==> src/rtl/fwd_scoreboard_pkg.sv <==
// Shared definitions for the forwarding/hazard scoreboard: forward select
// encodings and the bit layout of one tracked-writer entry.
package fwd_scoreboard_pkg;

  // Forward select encodings seen by the EX operand muxes.
  typedef enum int unsigned {
    FWD_RF    = 0,  // register file / ID/EX value
    FWD_EXMEM = 1,  // EX/MEM pipeline register
    FWD_MEMWB = 2   // MEM/WB pipeline register
  } fwd_sel_e;

  // Entry layout: {rd[AW-1:0], ld, v}
  localparam int ENT_V      = 0;
  localparam int ENT_LD     = 1;
  localparam int ENT_RD_LSB = 2;

  function automatic int ent_width(input int aw);
    return aw + ENT_RD_LSB;
  endfunction

endpackage

==> src/rtl/fwd_scoreboard_match.sv <==
// One source operand checked against every tracked writer. The youngest
// matching writer (lowest stage index) decides the forward select and
// whether the operand is not yet available (latency-use hazard).
module fwd_match
  import fwd_scoreboard_pkg::*;
#(
  parameter int AW       = 5,
  parameter int DEPTH    = 3,
  parameter int LOAD_LAT = 2,
  parameter int SW       = 2,
  parameter int EW       = ent_width(AW)
) (
  input  logic [AW-1:0]             src,
  input  logic                      src_en,
  input  logic [DEPTH-1:0][EW-1:0]  ent,
  output logic [SW-1:0]             sel,
  output logic                      hazard
);

  logic found;

  // Youngest-first priority scan; a writer past the last tracked forward
  // point has already written the RF, so it selects the RF value.
  always_comb begin
    sel    = SW'(FWD_RF);
    hazard = 1'b0;
    found  = 1'b0;
    for (int k = 0; k < DEPTH; k++) begin
      if (!found && src_en && (src != '0) && ent[k][ENT_V] &&
          (ent[k][ENT_RD_LSB +: AW] == src)) begin
        found = 1'b1;
        if (k + 1 < DEPTH) sel = SW'(k + 1);
        hazard = ent[k][ENT_LD] && (k + 1 < LOAD_LAT);
      end
    end
  end

endmodule

==> src/rtl/fwd_scoreboard.sv <==
// Hazard/forwarding scoreboard for the in-order integer pipeline. Tracks
// in-flight register writers in the stages after ID, stalls ID on
// latency-use hazards, registers per-source forward selects into EX and
// counts stall cycles.
//
// Handshake: id_valid qualifies the ID instruction; stall acts as the
// inverse of ready. The ID instruction is accepted (enters EX and, if it
// writes a nonzero register, the tracker) in a cycle where
// id_valid & ~stall & ~flush. flush squashes it without stalling.
module fwd_scoreboard
  import fwd_scoreboard_pkg::*;
#(
  parameter int NREG     = 32,
  parameter int AW       = 5,
  parameter int NSRC     = 2,
  parameter int DEPTH    = 3,
  parameter int LOAD_LAT = 2,
  localparam int SW      = (DEPTH > 1) ? $clog2(DEPTH) : 1,
  localparam int CW      = $clog2(DEPTH + 1)
) (
  input  logic                 clk,
  input  logic                 rst,
  input  logic                 id_valid,
  input  logic [AW-1:0]        id_rd,
  input  logic                 id_we,
  input  logic                 id_load,
  input  logic [NSRC*AW-1:0]   id_src,
  input  logic [NSRC-1:0]      id_src_used,
  input  logic                 flush,
  output logic                 stall,
  output logic [NSRC*SW-1:0]   ex_fwd_sel,
  output logic [CW-1:0]        busy_cnt,
  output logic [15:0]          stall_cycles
);

  localparam int EW = ent_width(AW);

  logic [DEPTH-1:0][EW-1:0] ent_q, ent_d;
  logic [NSRC*SW-1:0]       ex_fwd_sel_q, ex_fwd_sel_d;
  logic [15:0]              stall_cycles_q, stall_cycles_d;
  logic [NSRC*SW-1:0]       cand_sel;
  logic [NSRC-1:0]          hazard;
  logic                     rd_trackable;
  logic                     push;
  logic                     issue;

  for (genvar i = 0; i < NSRC; i++) begin : g_src
    fwd_match #(
      .AW(AW), .DEPTH(DEPTH), .LOAD_LAT(LOAD_LAT), .SW(SW), .EW(EW)
    ) u_match (
      .src    (id_src[i*AW +: AW]),
      .src_en (id_valid & id_src_used[i]),
      .ent    (ent_q),
      .sel    (cand_sel[i*SW +: SW]),
      .hazard (hazard[i])
    );
  end

  // Stall and accept decisions; flush wins over stall.
  always_comb begin
    stall        = (|hazard) & ~flush;
    rd_trackable = (id_rd != '0) && (int'(id_rd) < NREG);
    push         = id_valid & id_we & rd_trackable & ~stall & ~flush;
    issue        = id_valid & ~stall & ~flush;
  end

  // Next state: shift writers down the pipe, insert new writer or bubble.
  always_comb begin
    ent_d = '0;
    for (int k = DEPTH - 1; k > 0; k--) ent_d[k] = ent_q[k-1];
    ent_d[0][ENT_V]             = push;
    ent_d[0][ENT_LD]            = push & id_load;
    ent_d[0][ENT_RD_LSB +: AW]  = push ? id_rd : '0;
    ex_fwd_sel_d   = issue ? cand_sel : '0;
    stall_cycles_d = stall_cycles_q;
    if (stall && (stall_cycles_q != 16'hFFFF)) stall_cycles_d = stall_cycles_q + 16'd1;
  end

  // Number of valid tracked writers.
  always_comb begin
    busy_cnt = '0;
    for (int k = 0; k < DEPTH; k++) busy_cnt = busy_cnt + CW'(ent_q[k][ENT_V]);
  end

  // State registers, cleared immediately by reset.
  always_ff @(posedge clk or negedge rst) begin
    if (!rst) begin
      ent_q          <= '0;
      ex_fwd_sel_q   <= '0;
      stall_cycles_q <= '0;
    end else begin
      ent_q          <= ent_d;
      ex_fwd_sel_q   <= ex_fwd_sel_d;
      stall_cycles_q <= stall_cycles_d;
    end
  end

  assign ex_fwd_sel   = ex_fwd_sel_q;
  assign stall_cycles = stall_cycles_q;

endmodule

==> config.mk <==
export PLATFORM = sky130hd
export DESIGN_NAME = fwd_scoreboard
export DESIGN_NICKNAME = d
export VERILOG_FILES = /design/src/rtl/fwd_scoreboard_pkg.sv /design/src/rtl/fwd_scoreboard_match.sv /design/src/rtl/fwd_scoreboard.sv
export SDC_FILE = /design/constraint.sdc
export NUM_CORES = 1
export LEC_CHECK = 0
export BUFFER_PORTS_ARGS = -buffer_cell sky130_fd_sc_hd__buf_2
export CORE_MARGIN = 1.5
export CORE_UTILIZATION = 55
export CTS_CLUSTER_DIAMETER = 80
export DETAILED_ROUTE_END_ITERATION = 8
export PLACE_DENSITY = 0.92
export SYNTH_ARGS = -nofsm -noshare
export SYNTH_HDL_FRONTEND = slang
export SYNTH_SLANG_ARGS = --single-unit
==> constraint.sdc <==
create_clock -name clk -period 3.15 [get_ports clk]
set_clock_uncertainty 0.15 [all_clocks]
set_input_delay 0.63 -clock clk [delete_from_list [all_inputs] [get_ports clk]]
set_output_delay 0.63 -clock clk [all_outputs]
set_load 0.05 [all_outputs]
Word level (Yosys, flattened, before mapping)
Cells that the tools add are included.
- flip-flop bits (word level): 41
- output and inout port bits: 23
- add/subtract/negate cells: 3
- eq/ne operators: 7
- muxes and demuxes: 16
- bitwise operators: 12
- reductions and logical operators: 31
- operators by type and width (cell ; count):
    equality test 5 bit ; 6
    logical AND 1 bit ; 23
    adder 16 x 1 -> 16 bit (second input constant) ; 1
    != test 16 bit (second input constant) ; 1
    nonzero test 5 bit ; 3
    2-to-1 mux 1 bit ; 12
    AND 1 bit ; 10
    2-to-1 mux 5 bit ; 1
    logical NOT 1 bit ; 4
    2-to-1 mux 2 bit ; 2
    2-to-1 mux 4 bit ; 1
    adder 1 x 1 -> 2 bit ; 1
    adder 2 x 1 -> 2 bit ; 1
    NOT 1 bit ; 2
    OR reduction 2 bit ; 1

Logic depth before layout (Yosys ltp)
- depth after elaboration: 23
- mapped depth: 6
- mapped depth without buffers: 6

Hierarchy
Synthesis repeated with hierarchy kept, for this count alone.
- cells, all modules: 151
- area, all modules: 1890.6 sq um
- modules (own cells, without submodules) (module ; instances ; cells an instance ; area an instance (sq um) ; seq. area each (sq um)):
    fwd_scoreboard ; 1 ; 113 ; 1565.3 ; 1026.0
    fwd_match ; 2 ; 19 ; 162.7 ; 0.0

Worst setup path after synthesis
Ideal clock, no wire load.
- path type: in2out
- start point: input port id_src[1]
- end point: output port stall
- arrival time: 2065 ps
- setup slack: 305 ps
- cell stages on the path: 5
- path through: xnor2_1 -> nand4_1 -> nor4_1 -> nor2_1 -> nor2_1
- word-level cells in the longest chain between the ends: 19
- RTL lines (element ; line ; text):
    start: declaration ; fwd_scoreboard.sv:27 ; input logic [NSRC*AW-1:0] id_src,
    nonzero test 5 bit ; fwd_scoreboard_match.sv:29 ; if (!found && src_en && (src != '0) && ent[k][ENT_V] &&
    logical AND 1 bit (3 in a row) ; fwd_scoreboard_match.sv:29 ;
    2-to-1 mux 1 bit ; fwd_scoreboard_match.sv:29 ;
    logical NOT 1 bit ; fwd_scoreboard_match.sv:29 ;
    logical AND 1 bit (4 in a row) ; fwd_scoreboard_match.sv:29 ;
    2-to-1 mux 1 bit ; fwd_scoreboard_match.sv:29 ;
    logical NOT 1 bit ; fwd_scoreboard_match.sv:29 ;
    logical AND 1 bit (4 in a row) ; fwd_scoreboard_match.sv:29 ;
    2-to-1 mux 1 bit (*) ; fwd_scoreboard_match.sv:29 ;
    OR reduction 2 bit (*) ; fwd_scoreboard.sv:61 ; stall = (|hazard) & ~flush;
    AND 1 bit (*) ; fwd_scoreboard.sv:61 ;
    end: declaration ; fwd_scoreboard.sv:30 ; output logic stall,
Mark *: on every way between the ends. The rest lies on a longest branch, timed or not.

Worst setup path in the final report
- start point: register ent_q, in the netlist ent_d[13]
- end point: output port stall
- word-level cells in the longest chain between the ends: 17
- RTL lines (element ; line ; text):
    start: declaration ; fwd_scoreboard.sv:38 ; logic [DEPTH-1:0][EW-1:0] ent_q, ent_d;
    start signal: assignment ; fwd_scoreboard.sv:92 ; ent_q <= ent_d;
    equality test 5 bit ; fwd_scoreboard_match.sv:30 ; (ent[k][ENT_RD_LSB +: AW] == src)) begin
    logical AND 1 bit ; fwd_scoreboard_match.sv:29 ;
    2-to-1 mux 1 bit ; fwd_scoreboard_match.sv:29 ;
    logical NOT 1 bit ; fwd_scoreboard_match.sv:29 ;
    logical AND 1 bit (4 in a row) ; fwd_scoreboard_match.sv:29 ;
    2-to-1 mux 1 bit ; fwd_scoreboard_match.sv:29 ;
    logical NOT 1 bit ; fwd_scoreboard_match.sv:29 ;
    logical AND 1 bit (4 in a row) ; fwd_scoreboard_match.sv:29 ;
    2-to-1 mux 1 bit ; fwd_scoreboard_match.sv:29 ;
    OR reduction 2 bit (*) ; fwd_scoreboard.sv:61 ;
    AND 1 bit (*) ; fwd_scoreboard.sv:61 ;
Marks and branches as above.

==> metrics.cfg <==
[global_route]
grt_overflow_total=0
grt_usage_pct=23.5
grt_max_degree=35
grt_pass1_vias=1334
antenna_found_initial=0
grt_pass1_wl_mm=5.99

[sta]
relSlewSlack_pct=41.1
tns_ns=0
whs_ns=0.177
maxSlewViolCount=0
setup_viol=0
period_share_pct=93.9
post-route-min-period_ns=2.96
final-hold-violation-count=0
fmax_mhz=338
rsz0062_at_grt=false
tightestPinTransition_ns=0.883

[clock_network]
cts_tree=yes
cts_hold_buf=0
ctsResizeCount=0
cts_made_buffers=5
htreeDepth=2
clock_tree.root_cell=clkbuf_4
clock_latency_ns=0.34
clock_path_buffers=2
post_cts.repair.setup_buffers=0
cts_sinks=34
clkTransAtPathRegs_ns=0.11

[critical_path]
required_ns=2.37
critPathLaunchType=flip-flop
endpoint_kind=output port
critical_path_class=flip-flop to output port
cp_max_fo=5
critPathArrivalTime_ns=2.18

[final_layout]
area_growth_pct=19.8
filler_cell_count=224
drive_above_1_share_pct=27.8
layout_commonest_cell=buf_2
diodes=0
nets=233
final_area_sq_um=2060
final_cells=242
most-common-layout-cells=buf_2 (45), dfrtp_1 (34), xnor2_1 (27)

[route]
wl_met3_um=176
wl_met2_mm=1.71
wl_met1_mm=1.64
wl_mm=3.64
num_vias=1423
highest_layer=met4
vias_per_cell=5.88
dr.pass1.iters=4
drc=0
routedWlPerCell_um=15.0
ant_nets=0
drt_iter0_drc=73

[synth]
syn-instance-count=157
synth_area_sq_um=1720
ys.flop_type=dfrtp_1
synth_cell_type_count=34
seq_area_frac_synth_pct=49.5
synth_edf_count=0
ys_async_sr_fraction_pct=100
synth.net_count=182
yosysWarnings=0
synth_top_area_share_pct=49.5
netlist.top_cell.by_area=dfrtp_1
ys_seq_elements=34
netlist_top_cells_area=dfrtp_1 (50%), xnor2_1 (14%), nand3_1 (4.4%)
syn_area_per_cell_sq_um=10.9

[pwr]
power_density_nw_per_um2=405
cellLeakagePower_nw=0.970
ir_drop_v=0.000281

[floorplan]
ios=46
die_h_um=58.9
start_util_pct=57.2
fp.dieArea_sq_um=3470
chipWidth_um=58.9
fp.coreArea_sq_um=3000
placementRows=20

[placement]
routabilityCongestion=0.967
dp_hpwl_mm=2.72
placedInstanceArea_sq_um=1980
portBuffers=45
dp_cells=234

[outcome]
status=finished clean

[flow_run]
maxCapViolCount=0

[hold_path]
min_path_type=input pin to asynchronous set/reset pin

## per-stage QoR
stage               total power [mW]  util [%]  setup WS [ns]
floorplan                      0.490         -          0.305
global placement               0.523      65.9          0.317
detailed placement             0.526      65.9          0.251
CTS                            0.838      68.5          0.191
global route                   0.866      68.5         0.0274
finish                         0.834      68.5          0.192
## cells in the mapped netlist, types with 2 or more instances
library cell,count
nor3_1,6
xnor2_1,27
and2_1,5
nand4_1,8
or4_1,3
dfrtp_1,34
nor2_1,7
nand2_1,8
nor4_1,5
and3_1,7
xor2_1,8
inv_1,2
nand3_1,15
nor4b_1,2
## critical path, cell delays in order, from the launching register on
cell and delay (ns):
dfrtp_1 0.45, xnor2_1 0.20, nand4_1 0.18, nor3_1 0.51, nor2_1 0.08, nor2_1 0.13, buf_2 0.27
## final timing paths
check | slack, ns | cells past startpoint | startpoint | end
worst max-delay path | 0.19 | 6 | ent_d[13]$_DFF_PN0_ | stall
worst min-delay path | 0.18 | 1 | rst | stall_cycles[6]$_DFFE_PN0P_
worst max register to register | 0.61 | 5 | ent_d[13]$_DFF_PN0_ | stall_cycles[1]$_DFFE_PN0P_
worst min register to register | 0.32 | 0 | ent_d[9]$_DFF_PN0_ | ent_d[16]$_DFF_PN0_
max in group asynchronous | 2.21 | 1 | rst | ent_d[16]$_DFF_PN0_
min in group clk | 0.32 | 0 | ent_d[9]$_DFF_PN0_ | ent_d[16]$_DFF_PN0_
## logic make-up after synthesis
group / after synthesis / share of synthesized area, %
fa+ha+maj: 2 / 1.89
buf+inv: 3 / 0.728
mux: 1 / 0.874
simple gates: 73 / 24.0
flops: 34 / 49.5
xor+xnor: 35 / 17.8
compound gates: 9 / 5.10
## final cells by class
type                       count  area [sq um]  share of cell area, %
clock buffer                   6          41.3                   2.01
clock inverter                 2          37.5                   1.82
inverter                       2          7.51                  0.365
multi-input combinational    120           855                   41.5
sequential                    34           851                   41.3
tap                           33          41.3                   2.01
timing repair buffer          45           225                   10.9
## metal layers
metal,up-vias,GRT usage (%)
met5,-,0
met4,0,11.4
met3,15,7.03
met2,52,35.2
met1,682,31.2
li1,674,-
## sequential cells by signal, indices dropped and copies added, names as in the netlist
name and cells:
ent_d 13, ent_q 1, ex_fwd_sel 4, stall_cycles 16
## power by group
part	internal (mW)	leakage (nW)	switching, mW
sequential	0.441	0.471	0.00649
clock	0.167	0.0385	0.149
combinational	0.0277	0.461	0.0422
Note: power is estimated with default switching activity, not from simulation.
